File: config.mk
export PLATFORM = sky130hd
export DESIGN_NAME = nvram_upload_server_flat
export DESIGN_NICKNAME = d
export VERILOG_FILES = /design/src/rtl/polyplay_pkg.sv /design/src/rtl/nvram_upload_server_if.sv /design/src/rtl/nvram_dirty_timer.sv /design/src/rtl/nvram_upload_server.sv /design/src/flat_wrapper.sv
export SDC_FILE = /design/constraint.sdc
export NUM_CORES = 1
export LEC_CHECK = 0
export BUFFER_PORTS_ARGS = -buffer_cell sky130_fd_sc_hd__buf_2
export CORE_ASPECT_RATIO = 1.1
export CORE_UTILIZATION = 39
export CTS_BUF_LIST = sky130_fd_sc_hd__clkbuf_4 sky130_fd_sc_hd__clkbuf_8 sky130_fd_sc_hd__clkbuf_16
export DETAILED_ROUTE_END_ITERATION = 16
export PLACE_DENSITY = 0.68
export SLEW_MARGIN = 20
export SYNTH_ARGS = -nofsm -noshare
export SYNTH_HDL_FRONTEND = slang
export SYNTH_SLANG_ARGS = --single-unit
File: constraint.sdc
create_clock -name clk_sys -period 4.05 [get_ports clk_sys]
set_input_delay 0.405 -clock clk_sys [delete_from_list [all_inputs] [get_ports clk_sys]]
set_output_delay 0.405 -clock clk_sys [all_outputs]
set_load 0.03 [all_outputs]
File: src/rtl/polyplay_pkg.sv
// Shared types and constants for the Poly-Play NVRAM upload path.
// Holds the request FSM encoding and the default NVRAM geometry.
package polyplay_pkg;

  typedef enum logic [1:0] {
    S_IDLE,
    S_FETCH,
    S_DONE
  } fsm_e;

  localparam logic [7:0] NVRAM_INDEX  = 8'd4;
  localparam int         NVRAM_ADDR_W = 10;

  typedef logic [23:0] tick_t;

endpackage

File: src/rtl/nvram_upload_server_if.sv
// ioctl upload channel between hps_io (master) and the core (slave).
// Carries the byte read request and the returned data/stall.
interface nvram_upload_server_if;
  logic        ioctl_upload;
  logic [7:0]  ioctl_index;
  logic        ioctl_rd;
  logic [24:0] ioctl_addr;
  logic [7:0]  ioctl_din;
  logic        ioctl_wait;

  modport master (
    output ioctl_upload,
    output ioctl_index,
    output ioctl_rd,
    output ioctl_addr,
    input  ioctl_din,
    input  ioctl_wait
  );

  modport slave (
    input  ioctl_upload,
    input  ioctl_index,
    input  ioctl_rd,
    input  ioctl_addr,
    output ioctl_din,
    output ioctl_wait
  );
endinterface

File: src/rtl/nvram_dirty_timer.sv
// Tracks core writes to NVRAM and requests an autosave after a
// quiet period; an upload that saw no writes clears the dirty flag.
module nvram_dirty_timer
  import polyplay_pkg::*;
#(
  parameter tick_t IDLE_TICKS = 24'd5_000_000
) (
  input  logic clk_sys,
  input  logic reset_n,
  input  logic core_we,
  input  logic ioctl_upload,
  input  logic upload_end,
  output logic dirty,
  output logic save_req
);

  tick_t cnt_q, cnt_d;
  logic  dirty_q, dirty_d;
  logic  sess_we_q, sess_we_d;

  always_comb begin
    cnt_d     = cnt_q;
    dirty_d   = dirty_q;
    sess_we_d = ioctl_upload & (sess_we_q | core_we);
    if (core_we) begin
      cnt_d = IDLE_TICKS;
    end else if (cnt_q != '0) begin
      cnt_d = cnt_q - tick_t'(1);
    end
    // A write anywhere in the session keeps the data dirty
    if (upload_end) begin
      dirty_d = sess_we_q | core_we;
    end else if (core_we) begin
      dirty_d = 1'b1;
    end
  end

  always_ff @(posedge clk_sys or negedge reset_n) begin
    if (!reset_n) begin
      cnt_q     <= '0;
      dirty_q   <= 1'b0;
      sess_we_q <= 1'b0;
    end else begin
      cnt_q     <= cnt_d;
      dirty_q   <= dirty_d;
      sess_we_q <= sess_we_d;
    end
  end

  assign dirty    = dirty_q;
  assign save_req = dirty_q & ~ioctl_upload & ~core_we
                  & (cnt_q == tick_t'(1));

endmodule

File: src/rtl/nvram_upload_server.sv
// Serves HPS byte upload requests from the NVRAM read port and
// raises autosave requests after core-side writes go quiet.
module nvram_upload_server
  import polyplay_pkg::*;
#(
  parameter int         ADDR_W       = NVRAM_ADDR_W,
  parameter int         RAM_LAT      = 1,
  parameter logic [7:0] UPLOAD_INDEX = NVRAM_INDEX,
  parameter tick_t      IDLE_TICKS   = 24'd5_000_000
) (
  input  logic                  clk_sys,
  input  logic                  reset_n,
  nvram_upload_server_if.slave  ioctl,
  output logic [ADDR_W-1:0]     ram_addr,
  output logic                  ram_rd,
  input  logic [7:0]            ram_q,
  input  logic                  core_we,
  output logic                  save_req,
  output logic                  dirty
);

  localparam logic [2:0] LAT_N = 3'(RAM_LAT);

  fsm_e              state_q, state_d;
  logic [2:0]        lat_q, lat_d;
  logic [7:0]        din_q, din_d;
  logic              wait_q, wait_d;
  logic [ADDR_W-1:0] addr_q, addr_d;
  logic              rd_q, rd_d;
  logic              upload_q;
  logic              idx_hit, sel, in_range, upload_end;

  assign idx_hit    = ioctl.ioctl_index == UPLOAD_INDEX;
  assign sel        = ioctl.ioctl_upload & idx_hit & ioctl.ioctl_rd;
  assign in_range   = ~|ioctl.ioctl_addr[24:ADDR_W];
  assign upload_end = upload_q & ~ioctl.ioctl_upload & idx_hit;

  always_comb begin
    state_d = state_q;
    lat_d   = lat_q;
    din_d   = din_q;
    wait_d  = wait_q;
    addr_d  = addr_q;
    rd_d    = 1'b0;
    unique case (state_q)
      S_IDLE: begin
        if (sel && in_range) begin
          addr_d  = ioctl.ioctl_addr[ADDR_W-1:0];
          rd_d    = 1'b1;
          wait_d  = 1'b1;
          lat_d   = '0;
          state_d = S_FETCH;
        end else if (sel) begin
          din_d = 8'hFF;
        end
      end
      S_FETCH: begin
        // ram_q is valid RAM_LAT cycles after the strobe cycle
        if (lat_q == LAT_N) begin
          din_d   = ram_q;
          wait_d  = 1'b0;
          state_d = S_DONE;
        end else begin
          lat_d = lat_q + 3'd1;
        end
      end
      S_DONE: state_d = S_IDLE;
      default: state_d = S_IDLE;
    endcase
  end

  always_ff @(posedge clk_sys or negedge reset_n) begin
    if (!reset_n) begin
      state_q  <= S_IDLE;
      lat_q    <= '0;
      din_q    <= 8'h00;
      wait_q   <= 1'b0;
      addr_q   <= '0;
      rd_q     <= 1'b0;
      upload_q <= 1'b0;
    end else begin
      state_q  <= state_d;
      lat_q    <= lat_d;
      din_q    <= din_d;
      wait_q   <= wait_d;
      addr_q   <= addr_d;
      rd_q     <= rd_d;
      upload_q <= ioctl.ioctl_upload;
    end
  end

  assign ioctl.ioctl_din  = din_q;
  assign ioctl.ioctl_wait = wait_q;
  assign ram_addr         = addr_q;
  assign ram_rd           = rd_q;

  nvram_dirty_timer #(
    .IDLE_TICKS (IDLE_TICKS)
  ) u_timer (
    .clk_sys      (clk_sys),
    .reset_n      (reset_n),
    .core_we      (core_we),
    .ioctl_upload (ioctl.ioctl_upload),
    .upload_end   (upload_end),
    .dirty        (dirty),
    .save_req     (save_req)
  );

endmodule

File: src/flat_wrapper.sv
// flat-port wrapper written by rule: the top's interface ports become plain ports
module nvram_upload_server_flat import polyplay_pkg::*;
#(
  parameter int         ADDR_W       = NVRAM_ADDR_W,
  parameter int         RAM_LAT      = 1,
  parameter logic [7:0] UPLOAD_INDEX = NVRAM_INDEX,
  parameter tick_t      IDLE_TICKS   = 24'd5_000_000
)
  (clk_sys, reset_n, ram_addr, ram_rd, ram_q, core_we, save_req, dirty, ioctl_ioctl_upload, ioctl_ioctl_index, ioctl_ioctl_rd, ioctl_ioctl_addr, ioctl_ioctl_din, ioctl_ioctl_wait);
  nvram_upload_server_if ioctl_i ();
  input  logic clk_sys;
  input  logic reset_n;
  output logic [ADDR_W-1:0] ram_addr;
  output logic ram_rd;
  input  logic [7:0] ram_q;
  input  logic core_we;
  output logic save_req;
  output logic dirty;
  input wire logic [$bits(ioctl_i.ioctl_upload)-1:0] ioctl_ioctl_upload;
  input wire logic [$bits(ioctl_i.ioctl_index)-1:0] ioctl_ioctl_index;
  input wire logic [$bits(ioctl_i.ioctl_rd)-1:0] ioctl_ioctl_rd;
  input wire logic [$bits(ioctl_i.ioctl_addr)-1:0] ioctl_ioctl_addr;
  output wire logic [$bits(ioctl_i.ioctl_din)-1:0] ioctl_ioctl_din;
  output wire logic [$bits(ioctl_i.ioctl_wait)-1:0] ioctl_ioctl_wait;
  assign ioctl_i.ioctl_upload = ioctl_ioctl_upload;
  assign ioctl_i.ioctl_index = ioctl_ioctl_index;
  assign ioctl_i.ioctl_rd = ioctl_ioctl_rd;
  assign ioctl_i.ioctl_addr = ioctl_ioctl_addr;
  assign ioctl_ioctl_din = ioctl_i.ioctl_din;
  assign ioctl_ioctl_wait = ioctl_i.ioctl_wait;
  nvram_upload_server #(.ADDR_W(ADDR_W), .RAM_LAT(RAM_LAT), .UPLOAD_INDEX(UPLOAD_INDEX), .IDLE_TICKS(IDLE_TICKS)) u_core (.clk_sys(clk_sys), .reset_n(reset_n), .ioctl(ioctl_i), .ram_addr(ram_addr), .ram_rd(ram_rd), .ram_q(ram_q), .core_we(core_we), .save_req(save_req), .dirty(dirty));
endmodule
==> reports/qor.csv <==
metric,value,unit
setup_tns,0,ns
# port buffers,67,
gr usage total,0.1560,
Nets,348,
final instance area,3042,µm²
RSZ-0062 raised after global routing,false,
Core Area,6231,µm²
total gr overflow,0,
Initial DRC Count,50,
postcts setup bufs,0,
Final setup viols,0,
Critical Path End Type,flop,
Synth Instances,228,
largest net degree at the start of global routing,53,
Synth Net Count,279,
Ports,68,
TritonCTS clock tree,yes,
first-pass GRT wire length,8.397,mm
vias in the first global route,1851,
Post-synth EDFFs,0,
clk_lat worst skew,0.30,ns
Multi-input gate area,1175,µm²
# fillers,582,
Clock power frac,0.305,
crit-path leading delay family,simple AND/OR/NAND/NOR gates,
clock sink count,52,
CP Launch Type,flop,
post-synthesis sequential area ratio,0.5143,
n_diodes,0,
# H-tree levels,2,
final antenna-violating net count,0,
Tmin final,2.795,ns
GP Congestion,0.8184,
Total Power,0.9848,mW
ys async rst share,1.000,
antenna violations before repair,0,
Internal Power,0.7221,mW
share of layout cells above drive strength 1,0.3591,
skew final,0.005321,ns
Residual DRC,0,
crit share post-route,0.6900,
Max Freq,357.8,MHz
Worst Path Required,4.23,ns
Max Transition Viols Final,0,
Switching Share,0.2668,
# Max-Cap Violations,0,
Final Hold Fails,0,
Root Buffer Master,clkbuf_8,
CTS resizes,0,
hpwl dp,3.587,mm
Cell variety after synth,43,
die area,6813,µm²
vias post-DR,2002,
slowest cell on the critical path,o31ai_2,
syn avg cell area,11.10,µm²
HP Class,in2async,
clk slew on worst S/H paths,0.09,ns
Post-Syn Area,2530,µm²
Hold WS,0.1874,ns
Worst Path Arrival,2.97,ns
vias per cell,5.296,
overall routed net length,4.952,mm
Die Width,78.80,µm
Max clock buf depth,2,
status,completed,
sw power,0.2627,mW
register area,1301,µm²
Initial Util,0.4060,
VDD IR max,175.4,µV
chip height,86.47,µm
Area after DPL,2949,µm²
slew of the pin with the lowest slew margin,0.7681,ns
drt first pass iters,4,
register bit total from synthesis,52,
PD cells,323.8,nW/µm²
Static Leakage,1.348,nW
Ys Warns,0,
crit-path max FO,14,
Hold Buf Count CTS,0,
Slew headroom,0.4849,
CP dominant cell by count,or4_1,
Num CTS Buffers,5,
wire length per cell,13.10,µm
row cnt,30,
Layout area overhead,20.23,%
register share of total power,0.567,
crit path cell chain,or4_1 > or4_4 > o31ai_2 > or4_1 > a21oi_1,
kind of critical path,reg2reg,
Synth Flop Type,dfrtp_1,
worst path buffer plus inverter count,0,
Worst path max stage delay,0.72,ns
Comb power frac,0.128,
logic make-up after synthesis:
group                    share of synthesized area
AND/OR/NAND/NOR                             0.2290
multiplexers                                0.1009
adder cells (fa/ha/maj)                    0.02473
flip-flops                                  0.5143
XOR/XNOR                                   0.02770
buffers and inverters                      0.02374
AO/OA/AOI/OAI                              0.07963
flip-flops by register name, summed over array words and instances (netlist names):
name	cells
u_core.ram_addr	10
u_core.u_timer.sess_we_q	1
u_core.ram_rd	1
u_core.ioctl.ioctl_wait	1
u_core.lat_q	3
u_core.u_timer.cnt_q	24
u_core.state_q	2
u_core.ioctl.ioctl_din	8
u_core.upload_q	1
u_core.u_timer.dirty	1
synth_stat cells, drive strengths merged, types with 4 or more instances:
library cell  count  area share
dfrtp            52        0.51
mux2             20       0.089
nor2             17       0.025
nand2            12       0.018
nor4             12       0.036
nand2b            9       0.022
a21oi             8       0.016
or3               8       0.020
or4               8       0.025
nor3              7       0.016
o31ai             7       0.023
xor2              7       0.024
inv               6      0.0089
buf               5       0.012
ha                5       0.025
nand3             5      0.0099
nand4             4      0.0099
nor2b             4      0.0099
o21ai             4      0.0079
layout make-up:
type / instances / share of cell area
clock buffers: 6 / 0.02509
clock inverters: 2 / 0.005348
inverters: 6 / 0.007404
multi-input cells: 163 / 0.3863
flip-flops and latches: 52 / 0.4278
well taps: 80 / 0.03291
repair buffers: 69 / 0.1152
worst reg2reg max path, stage by stage, from the launching register on:
cell	delay, ns
dfrtp_1	0.41
or4_1	0.69
or4_4	0.57
o31ai_2	0.72
or4_1	0.22
a21oi_1	0.06
power groups by stage:
| stage | Sequential [mW] | Combinational [mW] | Clock (mW) |
|---|---|---|---|
| after floorplan | 0.574 | 0.0726 | 0 |
| after global placement | 0.568 | 0.125 | 0 |
| after detailed placement | 0.569 | 0.126 | 0 |
| after CTS | 0.559 | 0.127 | 0.317 |
| after global routing | 0.562 | 0.142 | 0.337 |
| final | 0.559 | 0.126 | 0.300 |
final timing paths:
kind / endpoint / from / slack, ns / depth (start not counted)
max: u_core.u_timer.cnt_q[10] / u_core.u_timer.cnt_q[4] / 1.26 / 5
min: u_core.ram_addr[3] / reset_n / 0.19 / 2
max reg2reg: u_core.u_timer.cnt_q[10] / u_core.u_timer.cnt_q[4] / 1.26 / 5
min reg2reg: u_core.ioctl.ioctl_wait / u_core.ioctl.ioctl_wait / 0.48 / 1
max in group asynchronous: u_core.u_timer.cnt_q[10] / reset_n / 3.40 / 2
min in group clk_sys: u_core.upload_q / ioctl_ioctl_upload / 0.27 / 1
stage by stage:
step | util | std cells | worst slack [ns]
4_1_cts | 0.4882 | 378 | 1.242
3_3_place_gp | 0.4733 | 370 | 1.340
3_5_place_dp | 0.4733 | 370 | 1.263
6_report | 0.4882 | 378 | 1.255
5_1_grt | 0.4882 | 378 | 1.087
2_1_floorplan | - | 228 | 1.737
layout by cell type (no fill, tap or decap), types with 4 or more instances in the layout:
master    netlist  routed
nand2b_1        9       9
nor3_1          6       6
ha_1            5       5
nand3_1         5       5
inv_1           6       6
o21ai_0         4       4
or4_1           7       7
nand4_1         4       4
or3_1           8       8
nor2_1         17      17
xor2_1          7       7
buf_2           3      67
nor2b_1         4       4
mux2_2         20      20
o31ai_1         6       6
a21oi_1         8       8
nand2_1        12      12
dfrtp_1        52      52
nor4_1         11      10
clkbuf_8        0       5
layer usage:
| layer | GRT usage | vias to the layer above | part of all wire |
|---|---|---|---|
| met5 | 0 | - | 0 |
| met4 | 0.05051 | 0 | 0.013 |
| met3 | 0.03263 | 6 | 0.071 |
| met2 | 0.2743 | 74 | 0.46 |
| met1 | 0.1903 | 954 | 0.45 |
| li1 | - | 968 | - |
Note: power is estimated with default switching activity, not from simulation.
